==> src/rtl/i2s_pkg.sv <==
// Shared types for the I2S transmit feeder: FSM encoding, stereo sample pair,
// and a saturating counter helper.
package i2s_pkg;

  localparam int I2S_WIDTH = 16;

  typedef enum logic [2:0] {IDLE, SYNC, PRIME, RUN, UNDER} feeder_state_t;

  typedef struct packed {
    logic [I2S_WIDTH-1:0] l;
    logic [I2S_WIDTH-1:0] r;
  } stereo_t;

  function automatic logic [15:0] sat_inc16(input logic [15:0] v);
    return (v == 16'hFFFF) ? v : v + 16'd1;
  endfunction

endpackage

==> src/rtl/i2s_tx_feeder_if.sv <==
// Upstream stereo sample handshake (valid/ready) between the effect pipeline
// and the I2S transmit feeder.
interface i2s_tx_feeder_if #(
  parameter int WIDTH = 16
);
  logic             in_valid;
  logic             in_ready;
  logic [WIDTH-1:0] in_left;
  logic [WIDTH-1:0] in_right;

  modport master (output in_valid, output in_left, output in_right, input in_ready);
  modport slave  (input in_valid, input in_left, input in_right, output in_ready);
endinterface

==> src/rtl/stereo_fifo.sv <==
// Synchronous first-word-fall-through FIFO of packed stereo pairs with flush.
// Pointers carry an extra MSB so full and empty are never ambiguous.
module stereo_fifo #(
  parameter int DW    = 32,
  parameter int DEPTH = 4
) (
  input  logic                     clk,
  input  logic                     rst_n,
  input  logic                     flush,
  input  logic                     push,
  input  logic [DW-1:0]            wdata,
  input  logic                     pop,
  output logic [DW-1:0]            rdata,
  output logic [$clog2(DEPTH):0]   level,
  output logic                     full,
  output logic                     empty
);
  localparam int AW = $clog2(DEPTH);
  localparam logic [AW:0] ONE = (AW+1)'(1);
  localparam logic [AW:0] FULL_LVL = (AW+1)'(DEPTH);

  logic [DW-1:0] mem_q [DEPTH];
  logic [AW:0]   wr_ptr_q, wr_ptr_d;
  logic [AW:0]   rd_ptr_q, rd_ptr_d;
  logic          do_push, do_pop;

  assign level   = wr_ptr_q - rd_ptr_q;
  assign full    = (level == FULL_LVL);
  assign empty   = (level == '0);
  assign do_push = push && !full && !flush;
  assign do_pop  = pop && !empty && !flush;
  assign rdata   = mem_q[rd_ptr_q[AW-1:0]];

  always_comb begin
    wr_ptr_d = wr_ptr_q;
    rd_ptr_d = rd_ptr_q;
    if (flush) begin
      wr_ptr_d = '0;
      rd_ptr_d = '0;
    end else begin
      if (do_push) wr_ptr_d = wr_ptr_q + ONE;
      if (do_pop)  rd_ptr_d = rd_ptr_q + ONE;
    end
  end

  always_ff @(posedge clk or negedge rst_n) begin
    if (!rst_n) begin
      wr_ptr_q <= '0;
      rd_ptr_q <= '0;
    end else begin
      wr_ptr_q <= wr_ptr_d;
      rd_ptr_q <= rd_ptr_d;
    end
  end

  always_ff @(posedge clk) begin
    if (do_push) mem_q[wr_ptr_q[AW-1:0]] <= wdata;
  end

endmodule

==> src/rtl/i2s_tx_feeder.sv <==
// Buffers upstream stereo pairs and presents one pair per I2S frame, loaded on
// the ws rising edge; handles start-up priming, underrun mute/hold and stats.
module i2s_tx_feeder #(
  parameter int WIDTH         = 16,
  parameter int DEPTH         = 4,
  parameter int PRIME         = 2,
  parameter int UNDERRUN_HOLD = 0
) (
  input  logic                    sclk,
  input  logic                    rst_n,
  input  logic                    enable,
  input  logic                    ws,
  i2s_tx_feeder_if.slave          up,
  output logic [WIDTH-1:0]        left_chan,
  output logic [WIDTH-1:0]        right_chan,
  output logic                    underrun,
  output logic [15:0]             underrun_cnt,
  output logic [$clog2(DEPTH):0]  fifo_level
);
  localparam int LW = $clog2(DEPTH) + 1;
  localparam logic [LW-1:0] PRIME_LVL = LW'(PRIME);

  i2s_pkg::feeder_state_t state_q, state_d;

  logic             ws_q;
  logic             ld;
  logic             flush, push, pop, und;
  logic             full, empty;
  logic [LW-1:0]    level;
  logic [2*WIDTH-1:0] rdata;
  logic [WIDTH-1:0] left_q, left_d, right_q, right_d;
  logic [15:0]      cnt_q, cnt_d;

  assign ld          = ws & ~ws_q;
  assign flush       = !enable || (state_q == i2s_pkg::IDLE);
  assign up.in_ready = !full && (state_q != i2s_pkg::IDLE);
  assign push        = up.in_valid && up.in_ready;

  stereo_fifo #(
    .DW    (2*WIDTH),
    .DEPTH (DEPTH)
  ) u_fifo (
    .clk   (sclk),
    .rst_n (rst_n),
    .flush (flush),
    .push  (push),
    .wdata ({up.in_left, up.in_right}),
    .pop   (pop),
    .rdata (rdata),
    .level (level),
    .full  (full),
    .empty (empty)
  );

  always_ff @(posedge sclk or negedge rst_n) begin
    if (!rst_n) state_q <= i2s_pkg::IDLE;
    else        state_q <= state_d;
  end

  always_comb begin
    state_d = state_q;
    if (!enable) begin
      state_d = i2s_pkg::IDLE;
    end else begin
      case (state_q)
        i2s_pkg::IDLE:  state_d = i2s_pkg::SYNC;
        i2s_pkg::SYNC:  if (ld) state_d = i2s_pkg::PRIME;
        i2s_pkg::PRIME: if (ld && level >= PRIME_LVL) state_d = i2s_pkg::RUN;
        i2s_pkg::RUN:   if (ld && empty) state_d = i2s_pkg::UNDER;
        i2s_pkg::UNDER: if (ld && level >= PRIME_LVL) state_d = i2s_pkg::RUN;
        default:        state_d = i2s_pkg::IDLE;
      endcase
    end
  end

  // Pop/underrun decisions use the level before any same-cycle write.
  always_comb begin
    pop = 1'b0;
    und = 1'b0;
    if (enable && ld) begin
      case (state_q)
        i2s_pkg::PRIME: pop = (level >= PRIME_LVL);
        i2s_pkg::RUN: begin
          pop = !empty;
          und = empty;
        end
        i2s_pkg::UNDER: begin
          pop = (level >= PRIME_LVL);
          und = (level < PRIME_LVL);
        end
        default: ;
      endcase
    end
  end

  always_comb begin
    left_d  = left_q;
    right_d = right_q;
    cnt_d   = cnt_q;
    if (flush) begin
      left_d  = '0;
      right_d = '0;
    end else if (pop) begin
      left_d  = rdata[2*WIDTH-1:WIDTH];
      right_d = rdata[WIDTH-1:0];
    end else if (und && (UNDERRUN_HOLD == 0)) begin
      left_d  = '0;
      right_d = '0;
    end
    if (und) cnt_d = i2s_pkg::sat_inc16(cnt_q);
  end

  always_ff @(posedge sclk or negedge rst_n) begin
    if (!rst_n) begin
      ws_q    <= 1'b0;
      left_q  <= '0;
      right_q <= '0;
      cnt_q   <= '0;
    end else begin
      ws_q    <= ws;
      left_q  <= left_d;
      right_q <= right_d;
      cnt_q   <= cnt_d;
    end
  end

  assign left_chan    = left_q;
  assign right_chan   = right_q;
  assign underrun     = und;
  assign underrun_cnt = cnt_q;
  assign fifo_level   = level;

endmodule
==> src/flat_wrapper.sv <==
// flat-port wrapper written by rule: the top's interface ports become plain ports
module i2s_tx_feeder_flat 
#(
  parameter int WIDTH         = 16,
  parameter int DEPTH         = 4,
  parameter int PRIME         = 2,
  parameter int UNDERRUN_HOLD = 0
)
  (sclk, rst_n, enable, ws, left_chan, right_chan, underrun, underrun_cnt, fifo_level, up_in_valid, up_in_left, up_in_right, up_in_ready);
  i2s_tx_feeder_if #(.WIDTH(WIDTH)) up_i ();
  input  logic sclk;
  input  logic rst_n;
  input  logic enable;
  input  logic ws;
  output logic [WIDTH-1:0] left_chan;
  output logic [WIDTH-1:0] right_chan;
  output logic underrun;
  output logic [15:0] underrun_cnt;
  output logic [$clog2(DEPTH):0] fifo_level;
  input wire logic [$bits(up_i.in_valid)-1:0] up_in_valid;
  input wire logic [$bits(up_i.in_left)-1:0] up_in_left;
  input wire logic [$bits(up_i.in_right)-1:0] up_in_right;
  output wire logic [$bits(up_i.in_ready)-1:0] up_in_ready;
  assign up_i.in_valid = up_in_valid;
  assign up_i.in_left = up_in_left;
  assign up_i.in_right = up_in_right;
  assign up_in_ready = up_i.in_ready;
  i2s_tx_feeder #(.WIDTH(WIDTH), .DEPTH(DEPTH), .PRIME(PRIME), .UNDERRUN_HOLD(UNDERRUN_HOLD)) u_core (.sclk(sclk), .rst_n(rst_n), .enable(enable), .ws(ws), .up(up_i), .left_chan(left_chan), .right_chan(right_chan), .underrun(underrun), .underrun_cnt(underrun_cnt), .fifo_level(fifo_level));
endmodule
==> config.mk <==
export PLATFORM = sky130hd
export DESIGN_NAME = i2s_tx_feeder_flat
export DESIGN_NICKNAME = d
export VERILOG_FILES = /design/src/rtl/i2s_pkg.sv /design/src/rtl/i2s_tx_feeder_if.sv /design/src/rtl/stereo_fifo.sv /design/src/rtl/i2s_tx_feeder.sv /design/src/flat_wrapper.sv
export SDC_FILE = /design/constraint.sdc
export NUM_CORES = 1
export LEC_CHECK = 0
export CORE_ASPECT_RATIO = 0.75
export CORE_MARGIN = 3
export CORE_UTILIZATION = 45
export CTS_CLUSTER_DIAMETER = 80
export CTS_CLUSTER_SIZE = 14
export DETAILED_ROUTE_END_ITERATION = 12
export HOLD_SLACK_MARGIN = 0.03
export PLACE_DENSITY_LB_ADDON = 0.08
export SLEW_MARGIN = 20
export SYNTH_ARGS = -nofsm -noshare
export SYNTH_HDL_FRONTEND = slang
export SYNTH_HIERARCHICAL = 1
export SYNTH_SLANG_ARGS = --single-unit
==> constraint.sdc <==
create_clock -name sclk -period 5.55 [get_ports sclk]
set_input_delay 0.555 -clock sclk [delete_from_list [all_inputs] [get_ports sclk]]
set_output_delay 0.555 -clock sclk [all_outputs]
set_load 0.01 [all_outputs]
==> reports/metrics.yaml <==
setup_path:
  r2r_start: "u_core/u_fifo/wr_ptr_q[0]$_DFFE_PN0P_"
  cp-start-kind: "register"
  crit_chain: "inv_1, ha_1, fa_1, xnor3_2, inv_4, or2_1, nor4_4, a41oi_2, inv_1, clkdlybuf4s50_1"
  cpMostUsedCell: "inv_1"
  critPathTopFamily: "buffers and inverters"
  crit_buf_inv: 4
  startpoint: "u_core/u_fifo/wr_ptr_q[0]$_DFFE_PN0P_"
  max_stage_delay_ps: 810
  arrival_ps: 3880
  slowest_stage: "a41oi_2"
  crit_type: "reg -> out"
  cp-end-kind: "output pin"
  worst-path-max-fanout: 16
  worstPathRequired_ps: 4990
timing:
  clock.fmax_ghz: 0.225
  slew_viol_final: 0
  rsz0062_at_grt: "false"
  tns_ps: 0
  period_minus_slack_ps: 4440
  tightest_slew_ps: 1010
  setup_viol: 0
  finalClockSkew_ps: 11.7
  worst_slack_ps: 1110
  period_share_pct: 80.0
  final-hold-violation-count: 0
  slew_headroom_pct: 32.5
synth:
  async_reset_ff_share_pct: 31.2
  synth.distinct_cells: 48
  netlist_instances: 420
  synth.avg_cell_area_um2: 17.8
  syn_area_um2: 7480
  yosysWarnings: 6
  synth_edf_count: 128
  yosysSeqAreaShare_pct: 70.8
  synthXorXnorAreaFrac_pct: 1.84
  synth-adder-area-share_pct: 1.44
  synth_compound_area_share_pct: 5.70
  synth_top_family_by_area: "multiplexers"
  synthMuxAreaShare_pct: 11.2
  yosys.area.top_type_share_pct: 51.4
  ys_seq_elements: 186
  synth_nets: 465
  ys.flop_type: "edfxtp_1"
  synth_top_cell_by_area: "edfxtp_1"
  synthTopCellsByArea: "edfxtp_1, dfrtp_1, mux4_2"
  yosys.area_share.simple_pct: 6.84
drt:
  drtAntennaViolNets: 0
  wl_per_cell_um: 20.3
  wl_mm: 15.0
  drc_errors: 0
  drt_iter0_drc: 249
  first_pass_iters: 4
  vias_per_cell: 5.44
  num_vias: 4018
clock_tree:
  post-cts-setup-buffers: 0
  cts.sinks: 186
  cts-root-buf: "clkbuf_16"
  clk_pin_slew_worst_paths_ps: 70
  h-tree-depth: 4
  clk_latency_ps: 420
  cts-resized-gates: 0
  hold_buffers: 0
  cts_tree: "yes"
  clockBufferDepth: 2
  cts_buffers: 17
power_and_ir_drop:
  power.density_nw_per_um2: 308
  vdd_drop_max_mv: 0.261
  pwr-share-seq_pct: 53.5
  clkPwrFrac_pct: 41.7
  p_switching_uw: 607
  intPower_mw: 2.23
  p_leak_nw: 3.29
  power.share.combinational_pct: 4.8
  swShare_pct: 21.4
  finalPower_mw: 2.84
floorplanning:
  rows: 40
  die_area_um2: 18200
  core_um2: 16200
  die_x_um: 155
  ioPinCount: 90
  initial_core_util_pct: 46.3
  die_h_um: 118
global_routing:
  grt_pass1_wl_mm: 24.0
  first_global_vias: 4176
  globalRouteOverflowTotal: 0
  grt.total_usage_pct: 17.2
  antenna_found_initial: 0
  grt_max_degree: 59
place:
  dpl.hpwl_mm: 8.99
  placed_area_um2: 8630
  place.gp.congestion: 0.775
  pre_cts_slack_ps: 1570
  io_buffers: 89
finish:
  register_area_um2: 5300
  most-common-layout-cells: "edfxtp_1, clkdlybuf4s50_1, dfrtp_1"
  diodes: 0
  nNetsFinal: 561
  final_area_um2: 9210
  multi_input_area_um2: 2060
  fillers: 1271
  syn_to_final_growth_pct: 23.1
  layout_commonest_cell: "edfxtp_1"
  drive_above_1_share_pct: 19.5
run:
  maxCapViolations: 0
outcome:
  status: "completed"
hold_path:
  hold_path.class: "in -> async"
stage by stage:
stage | util [%] | cells | hold WS [ps]
after floorplan | - | 420 | 259
after global placement | 53.4 | 707 | 478
after detailed placement | 53.4 | 707 | 480
after CTS | 57.0 | 739 | 358
after global routing | 57.0 | 739 | 356
final | 57.0 | 739 | 283
worst paths after layout:
| path | end | slack (ps) | depth (start not counted) |
|---|---|---|---|
| max | underrun | 1110 | 10 |
| min | u_core/left_chan[12]$_DFFE_PN0P_ | 280 | 2 |
| max reg2reg | u_core/u_fifo/rd_ptr_q[0]$_DFFE_PN0P_ | 1850 | 10 |
| min reg2reg | u_core/underrun_cnt[12]$_DFFE_PN0P_ | 500 | 1 |
| max in group asynchronous | u_core/u_fifo/rd_ptr_q[1]$_DFFE_PN0P_ | 4620 | 2 |
| min in group sclk | u_core/underrun_cnt[12]$_DFFE_PN0P_ | 500 | 1 |
layer usage:
layer  track usage, %  share of wire, %  vias to the layer above
met2             25.8                47                       93
met4             3.47              0.48                        0
li1                 -                 -                     1834
met5                0                 0                        -
met1             25.4                48                     2084
met3             5.07               4.7                        7
cell usage after synthesis (3+ instances only):
cell type  instances
edfxtp_1         128
dfrtp_1           58
a22o_1            32
mux4_2            32
nor2_1            20
nand2_1           13
clkbuf_1          11
xor2_1            11
buf_2              9
ha_1               7
inv_1              7
nand2b_1           7
nand3_1            7
a21oi_1            6
nor3_1             6
nor3b_1            5
nand4_1            4
nor2b_1            4
buf_6              3
mux2_2             3
mux2i_1            3
nor3_2             3
nor4_4             3
o21ai_0            3
final cells by class:
type	instances	area share (%)
multi-input combinational	201	22.3
clock inverter	14	1.60
clock buffer	18	4.66
inverter	8	0.353
sequential	186	57.5
timing repair buffer	102	10.7
tap	210	2.85
logic make-up (layout without fill, tap and decap cells):
kind of cell             count (synthesis)  after routing
AND/OR/NAND/NOR                         85             85
XOR/XNOR                                14             14
buffers and inverters                   33            142
adder cells (fa/ha/maj)                  8              8
multiplexers                            42             42
flip-flops                             186            186
AO/OA/AOI/OAI                           52             52
flip-flops by register name, summed over array words and instances, names as in the netlist:
signal                  flops
u_core/underrun_cnt        16
u_core/u_fifo/rd_ptr_q      3
u_core/u_fifo/mem_q       128
u_core/right_chan          16
u_core/u_fifo/wr_ptr_q      3
u_core/ws_q                 1
u_core/left_chan           16
u_core/state_q              3
power by group through the flow:
stage	clock network, mW	logic, mW	registers [mW]
after global placement	0	0.136	1.55
final	1.18	0.137	1.52
after floorplan	0	0.0638	1.54
after global routing	1.27	0.151	1.52
after CTS	1.21	0.140	1.52
after detailed placement	0	0.140	1.55
Power figures use the tool's default switching activity.
